$ cat src/rtl/led_blink_ctrl.sv
// led_blink_ctrl
//   Mode controller for the board LED blinker. Owns the clock-divide counter
//   and walks the LED through OFF, ON, SLOW blink, FAST blink and, when
//   enabled, a BURST of a fixed number of fast periods that ends in OFF.
//
//   Optional feature macro: LED_BLINK_CTRL_BURST_EN
//     defined   : BURST mode present, FAST -> BURST -> OFF on step
//     undefined : no BURST mode, FAST -> OFF on step, burst_done tied to 0
//
// Parameters
//   SLOW_HALF  slow-blink half-period in clk cycles (>= 1)
//   FAST_HALF  fast-blink / burst half-period in clk cycles (>= 1)
//   BURST_LEN  full on/off periods in a burst (>= 1)
//   CNT_W      divide counter width, holds max(SLOW_HALF, FAST_HALF) - 1
//
// Ports
//   clk         in   rising-edge clock
//   rst         in   asynchronous active-high reset
//   step        in   1-cycle pulse, advances the mode
//   hold        in   level, freezes counter, LED and burst count
//   led         out  registered LED drive
//   mode        out  current mode: OFF=0 ON=1 SLOW=2 FAST=3 BURST=4
//   tick        out  1-cycle pulse coincident with each new LED toggle value
//   burst_done  out  1-cycle pulse when a burst completes normally
module led_blink_ctrl #(
  parameter int SLOW_HALF = 50_000_000,
  parameter int FAST_HALF = 12_500_000,
  parameter int BURST_LEN = 3,
  parameter int CNT_W     = 27
) (
  input  logic       clk,
  input  logic       rst,
  input  logic       step,
  input  logic       hold,
  output logic       led,
  output logic [2:0] mode,
  output logic       tick,
  output logic       burst_done
);

`ifdef LED_BLINK_CTRL_BURST_EN
  typedef enum logic [2:0] {
    S_OFF   = 3'd0,
    S_ON    = 3'd1,
    S_SLOW  = 3'd2,
    S_FAST  = 3'd3,
    S_BURST = 3'd4
  } state_t;
`else
  typedef enum logic [2:0] {
    S_OFF  = 3'd0,
    S_ON   = 3'd1,
    S_SLOW = 3'd2,
    S_FAST = 3'd3
  } state_t;
`endif

  localparam logic [CNT_W-1:0] SLOW_M1 = CNT_W'(SLOW_HALF - 1);
  localparam logic [CNT_W-1:0] FAST_M1 = CNT_W'(FAST_HALF - 1);

  state_t           r_state;
  logic [CNT_W-1:0] r_cnt;
  logic             r_led;
  logic             r_tick;
  logic             r_burst_done;

  state_t           w_state_nxt;
  logic [CNT_W-1:0] w_cnt_nxt;
  logic             w_led_nxt;
  logic             w_tick_nxt;
  logic             w_burst_done_nxt;
  logic             w_blink;
  logic [CNT_W-1:0] w_half_m1;
  logic             w_tc;

`ifdef LED_BLINK_CTRL_BURST_EN
  localparam int              BCNT_W        = $clog2(2 * BURST_LEN + 1);
  localparam logic [BCNT_W-1:0] BURST_TOGGLES = BCNT_W'(2 * BURST_LEN);

  logic [BCNT_W-1:0] r_bcnt;
  logic [BCNT_W-1:0] w_bcnt_nxt;
  logic [BCNT_W-1:0] w_bcnt_inc;

  assign w_blink    = (r_state == S_SLOW) || (r_state == S_FAST) ||
                      (r_state == S_BURST);
  assign w_bcnt_inc = r_bcnt + BCNT_W'(1);
`else
  // BURST_LEN has no meaning without the burst feature.
  logic w_unused_burst_len;
  assign w_unused_burst_len = (BURST_LEN != 0);

  assign w_blink = (r_state == S_SLOW) || (r_state == S_FAST);
`endif

  assign w_half_m1 = (r_state == S_SLOW) ? SLOW_M1 : FAST_M1;
  assign w_tc      = w_blink && (r_cnt == w_half_m1);

  // Next-state / next-output logic. Priority: step, hold, terminal count.
  always_comb begin
    w_state_nxt      = r_state;
    w_cnt_nxt        = r_cnt;
    w_led_nxt        = r_led;
    w_tick_nxt       = 1'b0;
    w_burst_done_nxt = 1'b0;
`ifdef LED_BLINK_CTRL_BURST_EN
    w_bcnt_nxt       = r_bcnt;
`endif

    if (step) begin
      case (r_state)
        S_OFF:   w_state_nxt = S_ON;
        S_ON:    w_state_nxt = S_SLOW;
        S_SLOW:  w_state_nxt = S_FAST;
`ifdef LED_BLINK_CTRL_BURST_EN
        S_FAST:  w_state_nxt = S_BURST;
        S_BURST: w_state_nxt = S_OFF;   // abort, no burst_done
`else
        S_FAST:  w_state_nxt = S_OFF;
`endif
        default: w_state_nxt = S_OFF;
      endcase
      // Mode entry: fresh count, LED forced to the mode's entry level,
      // and no tick even if this was a terminal-count cycle.
      w_cnt_nxt = '0;
      w_led_nxt = (w_state_nxt != S_OFF);
`ifdef LED_BLINK_CTRL_BURST_EN
      w_bcnt_nxt = '0;
`endif
    end else if (!hold && w_blink) begin
      if (w_tc) begin
        w_cnt_nxt  = '0;
        w_led_nxt  = ~r_led;
        w_tick_nxt = 1'b1;
`ifdef LED_BLINK_CTRL_BURST_EN
        if (r_state == S_BURST) begin
          w_bcnt_nxt = w_bcnt_inc;
          // An even number of toggles from led=1 leaves the LED at 0,
          // which is also the OFF entry level.
          if (w_bcnt_inc == BURST_TOGGLES) begin
            w_state_nxt      = S_OFF;
            w_burst_done_nxt = 1'b1;
            w_bcnt_nxt       = '0;
          end
        end
`endif
      end else begin
        w_cnt_nxt = r_cnt + CNT_W'(1);
      end
    end
  end

  always_ff @(posedge clk or posedge rst) begin
    if (rst) begin
      r_state      <= S_OFF;
      r_cnt        <= '0;
      r_led        <= 1'b0;
      r_tick       <= 1'b0;
      r_burst_done <= 1'b0;
`ifdef LED_BLINK_CTRL_BURST_EN
      r_bcnt       <= '0;
`endif
    end else begin
      r_state      <= w_state_nxt;
      r_cnt        <= w_cnt_nxt;
      r_led        <= w_led_nxt;
      r_tick       <= w_tick_nxt;
      r_burst_done <= w_burst_done_nxt;
`ifdef LED_BLINK_CTRL_BURST_EN
      r_bcnt       <= w_bcnt_nxt;
`endif
    end
  end

  assign led        = r_led;
  assign mode       = r_state;
  assign tick       = r_tick;
  assign burst_done = r_burst_done;

endmodule
$ cat config.mk
export PLATFORM = sky130hd
export DESIGN_NAME = led_blink_ctrl
export DESIGN_NICKNAME = d
export VERILOG_FILES = /design/src/rtl/led_blink_ctrl.sv
export SDC_FILE = /design/constraint.sdc
export NUM_CORES = 1
export LEC_CHECK = 0
export BUFFER_PORTS_ARGS = -buffer_cell sky130_fd_sc_hd__buf_2
export CELL_PAD_IN_SITES_DETAIL_PLACEMENT = 0
export CELL_PAD_IN_SITES_GLOBAL_PLACEMENT = 1
export CORE_AREA = 2 2 48 94
export CTS_CLUSTER_DIAMETER = 120
export DETAILED_ROUTE_END_ITERATION = 8
export DIE_AREA = 0 0 50 96
export PLACE_DENSITY_LB_ADDON = 0.08
export SYNTH_ARGS = -nofsm -noshare
export SYNTH_HDL_FRONTEND = slang
export SYNTH_SLANG_ARGS = --single-unit
$ cat constraint.sdc
create_clock -name clk -period 2.4 [get_ports clk]
set_input_delay 0.48 -clock clk [delete_from_list [all_inputs] [get_ports clk]]
set_output_delay 0.48 -clock clk [all_outputs]
set_load 0.02 [all_outputs]
==> key figures <==
GRT
  – Vias in the first global route: 1444
  – Overall Global Routing Usage: 0.215
  – GRT overflow: 0
  – Initial antenna violation count: 0
  – Largest net degree at the start of global routing: 32
  – First-pass GRT wire length: 7440 microns

STA
  – WHS: 0.266 ns
  – Worst Clk Skew: 0.00387 ns
  – RSZ-0062 raised after global routing: no
  – Final Hold Viols: 0
  – Minimum clock period: 2.25 ns
  – Worst slew margin: 0.641
  – Fin. max-slew vios: 0
  – Worst-Margin Slew: 0.533 ns
  – Achievable clock frequency: 0.443 GHz
  – Fin Setup TNS: 0 ns
  – Tcrit/Tclk final: 0.940
  – Final setup viols: 0

Worst setup path
  – Top delay family on crit path: simple AND/OR/NAND/NOR gates
  – Crit path from: mode[0]
  – Crit-path cells: inv_1 -> ha_2 -> nor2_1 -> or4_2 -> a211o_2 -> o21bai_4 -> buf_4 -> nor2_1
  – Setup crit start kind: register
  – WP data required: 2.57 ns
  – WP buf/inv: 2
  – CP Capture Type: register
  – Slowest Stage Delay on Critical Path: 0.56 ns
  – Worst r2r src: mode[0]
  – Setup Crit Path Kind: register to register
  – Top cell by count, worst path: nor2_1
  – Critical Path Slowest Stage Cell: or4_2
  – Worst-path fanout max: 9
  – Worst Path Arrival: 2.42 ns

Floorplanning
  – Chip height: 96 microns
  – Initial Utilization: 0.455
  – Die area: 4800 sq um
  – Core area: 4090 sq um
  – Row cnt: 33
  – Ports: 10
  – Die W: 50 microns

Yosys
  – Sequential-to-total area share from yosys stat: 0.417
  – Mapped Area: 1860 sq um
  – Yosys reg bits: 31
  – Synth area leaders: dfrtp_1, xnor2_1, nor2_1, ha_1, nand2_1
  – Cell count after synthesis: 198
  – Post-synth cell types: 42
  – Area share of the largest cell type after synthesis: 0.417
  – Synth warn: 0
  – Synth Flop Type: dfrtp_1
  – Syn avg cell area: 9.39 sq um
  – Yosys top cell by area: dfrtp_1
  – Async set-or-reset flop fraction in the synthesized netlist: 1.00
  – Post-synth EDFFs: 0

Clocking
  – Post_cts resized: 0
  – CTS Hold Buffers Added: 0
  – Clk_lat worst skew: 0.28 ns
  – Clock Sinks: 31
  – Bufs on Longest Clock Path: 2
  – TritonCTS clock tree: done
  – Root Driver: clkbuf_8
  – TritonCTS Buffers: 5
  – Setup bufs post-CTS: 0
  – H-Tree Depth: 2
  – Clk pin slew, worst setup/hold paths: 0.06 ns

Finish
  – Area Growth Syn to Fin: 7.81%
  – Share of layout cells above drive strength 1: 0.147
  – Nets: 220
  – Most frequent cells in the layout: nor2_1, dfrtp_1, xnor2_1
  – Most common cell after layout, fill and taps aside: nor2_1
  – Ant. Diodes: 0

Pwr
  – VDD IR max: 587 uV
  – Leak: 0.790 nW
  – Total power: 0.00125 W
  – PwrDens: 621 nW/um^2

Worst hold path
  – Hold Path Class: primary input to async pin

Status
  – Status: finished, final reports clean

Drt
  – Routed length per placed instance: 17.1 microns
  – ANT nets after route: 0
  – DRC viols: 0
  – Routed vias/inst: 5.44
  – DR pass1 iterations: 4
  – Vias post-DR: 1432
  – Routed WL: 4490 microns
  – Initial DRC count: 40

Placement
  – Post-DP HPWL: 3350 microns
  – Routability congestion estimate: 0.808
  – I/O Buffers: 7

Run
  – Max Cap Violations: 0
==> layer usage <==
metal | GRT usage | wire length (microns)
met5 | 0 | 0
met4 | 0.113 | 147
met3 | 0.0357 | 84
met2 | 0.390 | 2470
met1 | 0.232 | 1790
==> worst register-to-register path, delay by kind of cell (launching register included) <==
family / cells / cell delay [ns]
buffers and inverters: 2 / 0.29
adder cells (fa/ha/maj): 1 / 0.25
flip-flops: 1 / 0.42
AND/OR/NAND/NOR: 3 / 0.69
AO/OA/AOI/OAI: 2 / 0.51
==> state kept, by name, indices dropped and copies added (netlist names) <==
name	count
r_cnt	27
mode	2
led	1
tick	1
==> final cells by class <==
class | instances | area [sq um]
clock buffers | 6 | 82.6
clock inverters | 1 | 5.00
fillers | 409 | 2080
inverters | 6 | 22.5
multi-input cells | 152 | 958
flip-flops and latches | 31 | 776
well taps | 52 | 65.1
repair buffers | 15 | 95.1
==> cells by family after synthesis <==
group,Yosys count,share of synthesized area
AND/OR/NAND/NOR,103,0.291
flip-flops,31,0.417
XOR/XNOR,25,0.118
AO/OA/AOI/OAI,16,0.0626
buffers and inverters,16,0.0707
adder cells (fa/ha/maj),5,0.0336
other,1,0.00202
multiplexers,1,0.00538
==> final timing paths <==
check | to | slack (ns) | cells past startpoint
setup / recovery | r_cnt[16] | 0.15 | 8
hold / removal | r_cnt[14] | 0.27 | 3
setup reg to reg | r_cnt[16] | 0.15 | 8
hold reg to reg | r_cnt[26] | 0.57 | 2
max in group asynchronous | r_cnt[23] | 1.83 | 3
min in group clk | led | 0.52 | 3
==> Yosys cell counts (4+ instances only) <==
library cell  count
o21ai_0           4
dfrtp_1          31
ha_1              5
xnor2_1          22
nor4_1            7
nand4_1           5
nand2_1          14
nor2_1           36
nand3_1          10
nor3_1           10
inv_1             6
==> metrics by stage <==
| stage | cell area (sq um) | utilization | setup WS [ns] | instances |
|---|---|---|---|---|
| after floorplan | 1860 | - | 0.153 | 199 |
| after global placement | 1910 | 0.468 | 0.188 | 256 |
| after detailed placement | 1910 | 0.468 | 0.105 | 256 |
| after CTS | 2000 | 0.490 | 0.0929 | 263 |
| after global routing | 2000 | 0.490 | 0.0244 | 263 |
| final | 2000 | 0.490 | 0.145 | 263 |
==> power breakdown <==
part | switching, W | total, W | internal, W
Clock | 0.000189 | 0.000413 | 0.000225
Sequential | 0.0000402 | 0.000594 | 0.000554
Combinational | 0.000153 | 0.000237 | 0.0000849
Total | 0.000382 | 0.00125 | 0.000864
No activity file was read; power rests on OpenSTA's default activity.
